$ cat config.mk
export PLATFORM = sky130hd
export DESIGN_NAME = fibonacci_index_flat
export DESIGN_NICKNAME = d
export VERILOG_FILES = /design/src/rtl/fibonacci_index_pkg.sv /design/src/rtl/fibonacci_index_if.sv /design/src/rtl/fibonacci_index_step.sv /design/src/rtl/fibonacci_index.sv /design/src/flat_wrapper.sv
export SDC_FILE = /design/constraint.sdc
export NUM_CORES = 1
export LEC_CHECK = 0
export CORE_MARGIN = 3
export CORE_UTILIZATION = 63
export DETAILED_ROUTE_END_ITERATION = 10
export GPL_TIMING_DRIVEN = 0
export PLACE_DENSITY = 0.87
export SYNTH_ARGS = -nofsm -noshare
export SYNTH_HDL_FRONTEND = slang
export SYNTH_SLANG_ARGS = --single-unit
$ cat constraint.sdc
create_clock -name clk -period 5.8 [get_ports clk]
set_input_delay 1.16 -clock clk [delete_from_list [all_inputs] [get_ports clk]]
set_output_delay 1.16 -clock clk [all_outputs]
set_load 0.02 [all_outputs]
$ cat src/rtl/fibonacci_index_pkg.sv
// ----------------------------------------------------------------------------
// fibonacci_index_pkg
// Shared definitions for the Fibonacci inverse-index block: FSM state type,
// default widths and the largest index representable for a 16-bit input.
// ----------------------------------------------------------------------------
package fibonacci_index_pkg;

    typedef enum logic [1:0] {
        IDLE = 2'd0,
        CALC = 2'd1,
        DONE = 2'd2
    } state_t;

    localparam int DEF_DATA_W     = 16;
    localparam int DEF_INDEX_W    = 5;

    // Largest n with F(n) < 2**16 (F(24) = 46368, F(25) = 75025).
    localparam int FIB_MAX_IDX_16 = 24;

endpackage

$ cat src/rtl/fibonacci_index_if.sv
// ----------------------------------------------------------------------------
// fibonacci_index_if
// Start/done handshake bundle for fibonacci_index.
//   din   : value to invert (master -> slave)
//   start : request (master -> slave)
//   dout  : largest n with F(n) <= din (slave -> master)
//   exact : 1 when F(dout) == din (slave -> master)
//   busy  : computing (slave -> master)
//   done  : result valid, level until next accepted start (slave -> master)
// ----------------------------------------------------------------------------
interface fibonacci_index_if
    import fibonacci_index_pkg::*;
#(
    parameter int DATA_W  = DEF_DATA_W,
    parameter int INDEX_W = DEF_INDEX_W
) ();

    logic [DATA_W-1:0]  din;
    logic               start;
    logic [INDEX_W-1:0] dout;
    logic               exact;
    logic               busy;
    logic               done;

    modport master (
        output din,
        output start,
        input  dout,
        input  exact,
        input  busy,
        input  done
    );

    modport slave (
        input  din,
        input  start,
        output dout,
        output exact,
        output busy,
        output done
    );

endinterface

$ cat src/rtl/fibonacci_index_step.sv
// ----------------------------------------------------------------------------
// fibonacci_index_step
// Combinational datapath for one iteration of the inverse search.
//   a, b   : consecutive Fibonacci terms F(n), F(n+1)
//   target : latched input value, zero-extended to W bits
//   sum    : a + b, the next term F(n+2)
//   le     : b <= target, i.e. the search may advance one more index
// W is one bit wider than the input so F(n+1) can exceed the largest input
// without wrapping.
// ----------------------------------------------------------------------------
module fibonacci_index_step #(
    parameter int W = 17
) (
    input  logic [W-1:0] a,
    input  logic [W-1:0] b,
    input  logic [W-1:0] target,
    output logic [W-1:0] sum,
    output logic         le
);

    assign sum = a + b;
    assign le  = (b <= target);

endmodule

$ cat src/rtl/fibonacci_index.sv
// ----------------------------------------------------------------------------
// fibonacci_index
// Given din, iteratively finds the largest n with F(n) <= din and flags
// whether din is exactly a Fibonacci number. Uses the same start/done
// handshake as the fibonacci generator so the two can be chained.
// Ports:
//   clk     : clock, rising edge
//   reset_n : asynchronous active-low reset
//   bus     : fibonacci_index_if slave (din, start, dout, exact, busy, done)
// ----------------------------------------------------------------------------
module fibonacci_index
    import fibonacci_index_pkg::*;
#(
    parameter int DATA_W  = DEF_DATA_W,
    parameter int INDEX_W = DEF_INDEX_W
) (
    input  logic               clk,
    input  logic               reset_n,
    fibonacci_index_if.slave   bus
);

    localparam int W = DATA_W + 1;

    state_t             state;
    logic [DATA_W-1:0]  target;
    logic [W-1:0]       target_ext;
    logic [W-1:0]       a;
    logic [W-1:0]       b;
    logic [W-1:0]       sum;
    logic               le;
    logic [INDEX_W-1:0] n;

    logic [INDEX_W-1:0] dout_r;
    logic               exact_r;
    logic               busy_r;
    logic               done_r;

    logic               accept;

    // A start is honoured only outside CALC; during CALC it is ignored.
    assign accept     = bus.start && (state != CALC);
    assign target_ext = {1'b0, target};

    fibonacci_index_step #(.W(W)) u_step (
        .a      (a),
        .b      (b),
        .target (target_ext),
        .sum    (sum),
        .le     (le)
    );

    // Control and result registers: reset to a clean idle state.
    always_ff @(posedge clk or negedge reset_n) begin
        if (!reset_n) begin
            state   <= IDLE;
            dout_r  <= '0;
            exact_r <= 1'b0;
            busy_r  <= 1'b0;
            done_r  <= 1'b0;
        end else begin
            case (state)
                IDLE, DONE: begin
                    if (bus.start) begin
                        done_r <= 1'b0;
                        busy_r <= 1'b1;
                        state  <= CALC;
                    end
                end
                CALC: begin
                    // Stop once F(n+1) overshoots: n is then the answer and
                    // a = F(n) tells whether the input was hit exactly.
                    if (!le) begin
                        dout_r  <= n;
                        exact_r <= (a == target_ext);
                        busy_r  <= 1'b0;
                        done_r  <= 1'b1;
                        state   <= DONE;
                    end
                end
                default: state <= IDLE;
            endcase
        end
    end

    // Search registers carry no reset: they are fully loaded on every accept
    // and only consulted while in CALC.
    always_ff @(posedge clk) begin
        if (accept) begin
            target <= bus.din;
            a      <= '0;
            b      <= W'(1);
            n      <= '0;
        end else if ((state == CALC) && le) begin
            a <= b;
            b <= sum;
            n <= n + INDEX_W'(1);
        end
    end

    assign bus.dout  = dout_r;
    assign bus.exact = exact_r;
    assign bus.busy  = busy_r;
    assign bus.done  = done_r;

endmodule

$ cat src/flat_wrapper.sv
// flat-port wrapper written by rule: the top's interface ports become plain ports
module fibonacci_index_flat import fibonacci_index_pkg::*;
#(
    parameter int DATA_W  = DEF_DATA_W,
    parameter int INDEX_W = DEF_INDEX_W
)
  (clk, reset_n, bus_din, bus_start, bus_dout, bus_exact, bus_busy, bus_done);
  fibonacci_index_if #(.DATA_W(DATA_W), .INDEX_W(INDEX_W)) bus_i ();
  input  logic clk;
  input  logic reset_n;
  input wire logic [$bits(bus_i.din)-1:0] bus_din;
  input wire logic [$bits(bus_i.start)-1:0] bus_start;
  output wire logic [$bits(bus_i.dout)-1:0] bus_dout;
  output wire logic [$bits(bus_i.exact)-1:0] bus_exact;
  output wire logic [$bits(bus_i.busy)-1:0] bus_busy;
  output wire logic [$bits(bus_i.done)-1:0] bus_done;
  assign bus_i.din = bus_din;
  assign bus_i.start = bus_start;
  assign bus_dout = bus_i.dout;
  assign bus_exact = bus_i.exact;
  assign bus_busy = bus_i.busy;
  assign bus_done = bus_i.done;
  fibonacci_index #(.DATA_W(DATA_W), .INDEX_W(INDEX_W)) u_core (.clk(clk), .reset_n(reset_n), .bus(bus_i));
endmodule
---- Yosys cells after proc, flatten, opt, wreduce, memory -nomap -nowiden ----
Cells that the tools add are included.
word-level totals
  register bits after elaboration ......... 65
  output and inout port bits .............. 8
operators by class
  add/sub/neg operators ................... 2
  magnitude comparators ................... 1
  equal/unequal tests ..................... 6
  muxes and demuxes ....................... 9
  bitwise operators ....................... 1
  reduce and logical (&&, ||, !) cells .... 8
operators by type and width
  cell                                                   count
  adder 17 bit                                           1
  equality test 17 x 16 -> 1 bit                         1
  less-or-equal comparator 17 x 16 -> 1 bit              1
  adder 5 x 1 -> 5 bit, second input constant            1
  two-way mux 1 bit                                      4
  two-way mux 2 bit                                      2
  inequality test 2 bit, second input constant           2
  one-hot mux 1 bit (2 select lines)                     2
  one-hot mux 2 bit (2 select lines)                     1
  AND reduction 2 bit                                    2
  AND reduction 3 bit                                    1
  equality test 2 x 1 -> 1 bit, second input constant    1
  equality test 2 bit, second input constant             1
  logical AND 1 bit                                      2
  zero test 2 bit                                        1
  inequality test 2 x 1 -> 1 bit, second input constant  1
  nonzero test 2 bit                                     1
  OR reduction 2 bit                                     1
  NOT 1 bit                                              1

---- Depth between registers and ports, before layout ----
  word-level depth ........................ 4
  mapped depth ............................ 10
  gate-level depth less buffers ........... 8

---- Cells and area by module ----
A second synthesis with hierarchy kept.
second synthesis, totals
  cell total of the unflattened synthesis .. 369
  area total of the unflattened synthesis .. 3555.9 um2
modules (own cells, without submodules)
  module                instances  cells an instance  area each (um2)
  fibonacci_index       1          212                2376.0
  fibonacci_index_step  1          157                1179.9

---- Least setup slack after synthesis ----
Ideal clock, no wire load.
  path type ............................... reg2reg
  from .................................... register u_core.target[15]
  to ...................................... register u_core.b[10]
  setup time .............................. 72 ps
  data arrival time ....................... 2158 ps
  required time ........................... 5728 ps
  slack ................................... 3570 ps
  stages on the path, launching flop included .. 11
  path buffers ............................ 2
  clock period less this slack ............ 2230 ps
  cell sequence ........................... edfxtp_1 inv_1 ha_1 nand4b_4 nor4_4 nand2b_1 and3_1 buf_6 o21ai_4 buf_12 mux2i_1
between the ends
  longest elaborated chain between the ends .. 2
ends and longest elaborated chain
  what                                       RTL line                    source
  start: declaration                         fibonacci_index.sv:25       logic [DATA_W-1:0] target;
  start signal: assignment                   fibonacci_index.sv:89       target <= bus.din;
  less-or-equal comparator 17 x 16 -> 1 bit  fibonacci_index_step.sv:22  assign le = (b <= target);
  logical AND 1 bit                          fibonacci_index.sv:93       end else if ((state == CALC) && le) begin
  end signal: assignment                     fibonacci_index.sv:95       b <= sum;
  end: declaration                           fibonacci_index.sv:28       logic [W-1:0] b;
No other way between the ends.
A chain may end at the register's enable or synchronous reset.

---- Worst setup path in the final report ----
  from .................................... register u_core.target[15]
  to ...................................... register u_core.b[7]
Same word-level chain as after synthesis.

==> results.json <==
{
  "grt_pass1_wl_um": 14410,
  "cts_resized": 0,
  "netSwitchingPower_mw": 0.9516,
  "worst-path-max-fanout": 10,
  "hold_viol": 0,
  "clock_insertion_delay_worst_skew_ns": 0.35,
  "pre_cts_ws_ns": 2.586,
  "post-synth-top-area-cell": "sky130_fd_sc_hd__dfxtp_1",
  "seq_power_share_pct": 33.3,
  "fin_crit_ns": 2.986,
  "final_core_utilization_pct": 75.97,
  "final_cell_area_mm2": 0.004260,
  "clock_skew_ns": 0.01203,
  "layout.area.seq_mm2": 0.001511,
  "drt_pass1_iterations": 5,
  "power.switching_fraction_pct": 42.88,
  "power.static_leakage_nw": 1.944,
  "grt_overflow_total": 0,
  "critical_path.startpoint_type": "flip-flop",
  "synth.yosys.seq_area_share_pct": 40.58,
  "grt_start_max_net_pins": 17,
  "clock_tree_sinks": 65,
  "fmax_ghz": 0.3349,
  "cts.hold.buffers_added": 0,
  "peakVddDrop_mv": 0.2660,
  "timing.setup.tns_ns": 0,
  "syn-instance-count": 378,
  "cts_post_setup_buffers_inserted": 0,
  "synth_nets": 431,
  "met2_wirelength_um": 4126,
  "core_area_mm2": 0.005608,
  "fp.dieArea_mm2": 0.006871,
  "topRoutingLayerUsed": "met4",
  "setup.worst_path.class": "flip-flop to flip-flop",
  "post-route-worst-setup-slack_ns": 2.814,
  "totalWireLength_um": 8706,
  "yosys_register_bits": 65,
  "area_of_the_multi_input_gates_mm2": 0.002062,
  "die-height_um": 82.89,
  "final.fill_count": 399,
  "grt_pass1_vias": 2944,
  "cts-buffers-inserted": 9,
  "detailedPlacementHpwl_um": 6396,
  "global_route.usage.total_pct": 26.51,
  "final_worst_path_cycle_share_pct": 51.49,
  "core.rowCount": 27,
  "num_vias": 3034,
  "remaining_drc_errors": 0,
  "count_of_input_and_output_buffers": 26,
  "placement.cell_area_mm2": 0.004075,
  "drtAntennaViolNets": 0,
  "number_of_design_rule_violations_left_by_the_first_detailed_router_iteration": 257,
  "maxCapViolCount": 0,
  "antenna_cells": 0,
  "avgViaCountPerCell": 6.167,
  "routedWlPerCell_um": 17.70,
  "count_of_h_tree_levels_built_during_cts": 3,
  "initial_utilization_pct": 66.42,
  "cts_tree": "yes",
  "avgSynthCellArea_um2": 9.854,
  "timing_worst_slew_pin_value_ns": 0.7596,
  "critical_path.endpoint_type": "flip-flop",
  "crit_required_ns": 6.07,
  "yosysTopAreaCellShare_pct": 20.96,
  "synth_warnings": 0,
  "worstHoldPathType": "flip-flop to flip-flop",
  "relSlewSlack_pct": 49.36,
  "clock_power_share_pct": 16.8,
  "synth_enable_flop_cells": 16,
  "status": "finished clean",
  "cts.reportedPaths.clkPinSlew_ns": 0.07,
  "grt_antenna_before_repair": 0,
  "place_congestion": 1.028,
  "postSynth.asyncResetShare_pct": 15.38,
  "synth_area_mm2": 0.003725,
  "synth.top_cells.by_area": "sky130_fd_sc_hd__dfxtp_1 (21%), sky130_fd_sc_hd__edfxtp_1 (13%), sky130_fd_sc_hd__ha_1 (11%)",
  "pin_count": 27,
  "die-width_um": 82.89,
  "fin_nets": 468,
  "comb_power_share_pct": 49.9,
  "areaGrowthSynthToFinish_pct": 14.38,
  "synth.distinct_cells": 55,
  "postSynth.topFlopCell": "sky130_fd_sc_hd__dfxtp_1",
  "pwr_cell_area_mw_per_mm2": 521.0,
  "arrival_worst_endpoint_ns": 3.26,
  "clockBufferDepth": 2,
  "maxSlewViolCount": 0,
  "wl_met1_um": 3690,
  "final_common_cell": "sky130_fd_sc_hd__nand2_1",
  "drive_gt1_share_pct": 6.905,
  "unrepaired_setup_endpoints_after_global_routing": "no",
  "layout_common_cells": "sky130_fd_sc_hd__nand2_1 (52), sky130_fd_sc_hd__dfxtp_1 (39), sky130_fd_sc_hd__ha_1 (33)",
  "clockRootBuffer": "sky130_fd_sc_hd__clkbuf_8",
  "setup_viol_count_final": 0,
  "dr_wl_met3_um": 567,
  "p_int_mw": 1.268
}
## synth_stat cells (all sizes together), types with 2 or more instances
cell	instances
a211oi	6
a21o	8
a21oi	19
a22o	4
a31oi	2
and2	2
and3	2
buf	3
clkbuf	10
dfrtp	10
dfxtp	39
edfxtp	16
ha	33
inv	20
mux2	5
mux2i	22
nand2	52
nand2b	3
nand3	5
nand4	6
nand4b	2
nor2	10
nor2b	2
nor3	6
nor4	4
o211ai	10
o21a	2
o21ai	24
o21bai	2
o22ai	2
o31ai	4
xnor2	4
xor2	25
## state kept, by name, summed over array words and instances, names as in the netlist
signal,flops
u_core.a,17
u_core.b,17
u_core.target,16
u_core.bus.dout,5
u_core.n,5
u_core.state,2
u_core.bus.busy,1
u_core.bus.done,1
u_core.bus.exact,1
## stage by stage
stage	hold WS (ns)	total power, mW	cells
6_report	0.4571	2.219	492
3_3_place_gp	0.4417	1.779	476
4_1_cts	0.4599	2.209	492
5_1_grt	0.4894	2.366	492
2_1_floorplan	0.4295	1.528	378
3_5_place_dp	0.4497	1.829	476
## power by group through the flow
| stage | sequential (mW) | clock (mW) | combinational [mW] |
|---|---|---|---|
| 5_1_grt | 0.754 | 0.402 | 1.21 |
| 4_1_cts | 0.737 | 0.379 | 1.09 |
| 6_report | 0.738 | 0.374 | 1.11 |
| 3_5_place_dp | 0.744 | 0 | 1.08 |
| 2_1_floorplan | 0.731 | 0 | 0.797 |
| 3_3_place_gp | 0.734 | 0 | 1.05 |
## cells by family after synthesis
logic type	after synthesis	share of synthesized area, %
AO/OA/AOI/OAI	92	16.36
XOR/XNOR	29	6.819
adder cells (fa/ha/maj)	34	11.62
buffers and inverters	33	4.065
flip-flops	65	40.58
multiplexers	27	7.423
AND/OR/NAND/NOR	98	13.13
## final cells by class
| type | count | area share, % |
|---|---|---|
| multi-input combinational | 280 | 48.40 |
| sequential | 65 | 35.48 |
| timing repair buffer | 26 | 6.109 |
| clock buffer | 10 | 2.996 |
| tap | 72 | 2.115 |
| buffer | 13 | 1.791 |
| inverter | 20 | 1.762 |
| clock inverter | 6 | 1.351 |
## metal layers
metal	track usage, %	up-vias
met2	43.29	125
met1	32.93	1426
met3	6.349	32
met5	0	-
li1	-	1451
met4	12.63	0
## path summary, 6_finish.rpt
path                                        start  depth (start not counted)  slack, ns         endpoint
worst max-delay path            u_core.target[15]                          9       2.81      u_core.b[7]
worst min-delay path                  u_core.n[4]                          1       0.46      u_core.n[4]
worst max register to register  u_core.target[15]                          9       2.81      u_core.b[7]
worst min register to register        u_core.n[4]                          1       0.46      u_core.n[4]
max in group asynchronous                 reset_n                          1       4.36  u_core.bus.busy
min in group asynchronous                 reset_n                          1       1.12  u_core.state[1]
## critical path, cell delays in order, from the launching register on
cell	delay (ns)
sky130_fd_sc_hd__edfxtp_1	0.39
sky130_fd_sc_hd__inv_1	0.06
sky130_fd_sc_hd__ha_1	0.33
sky130_fd_sc_hd__nand4b_4	0.16
sky130_fd_sc_hd__nor3_1	0.09
sky130_fd_sc_hd__a211oi_1	0.37
sky130_fd_sc_hd__nand3_1	0.28
sky130_fd_sc_hd__a21oi_2	0.69
sky130_fd_sc_hd__buf_4	0.33
sky130_fd_sc_hd__mux2i_1	0.21
Power figures use the tool's default switching activity.
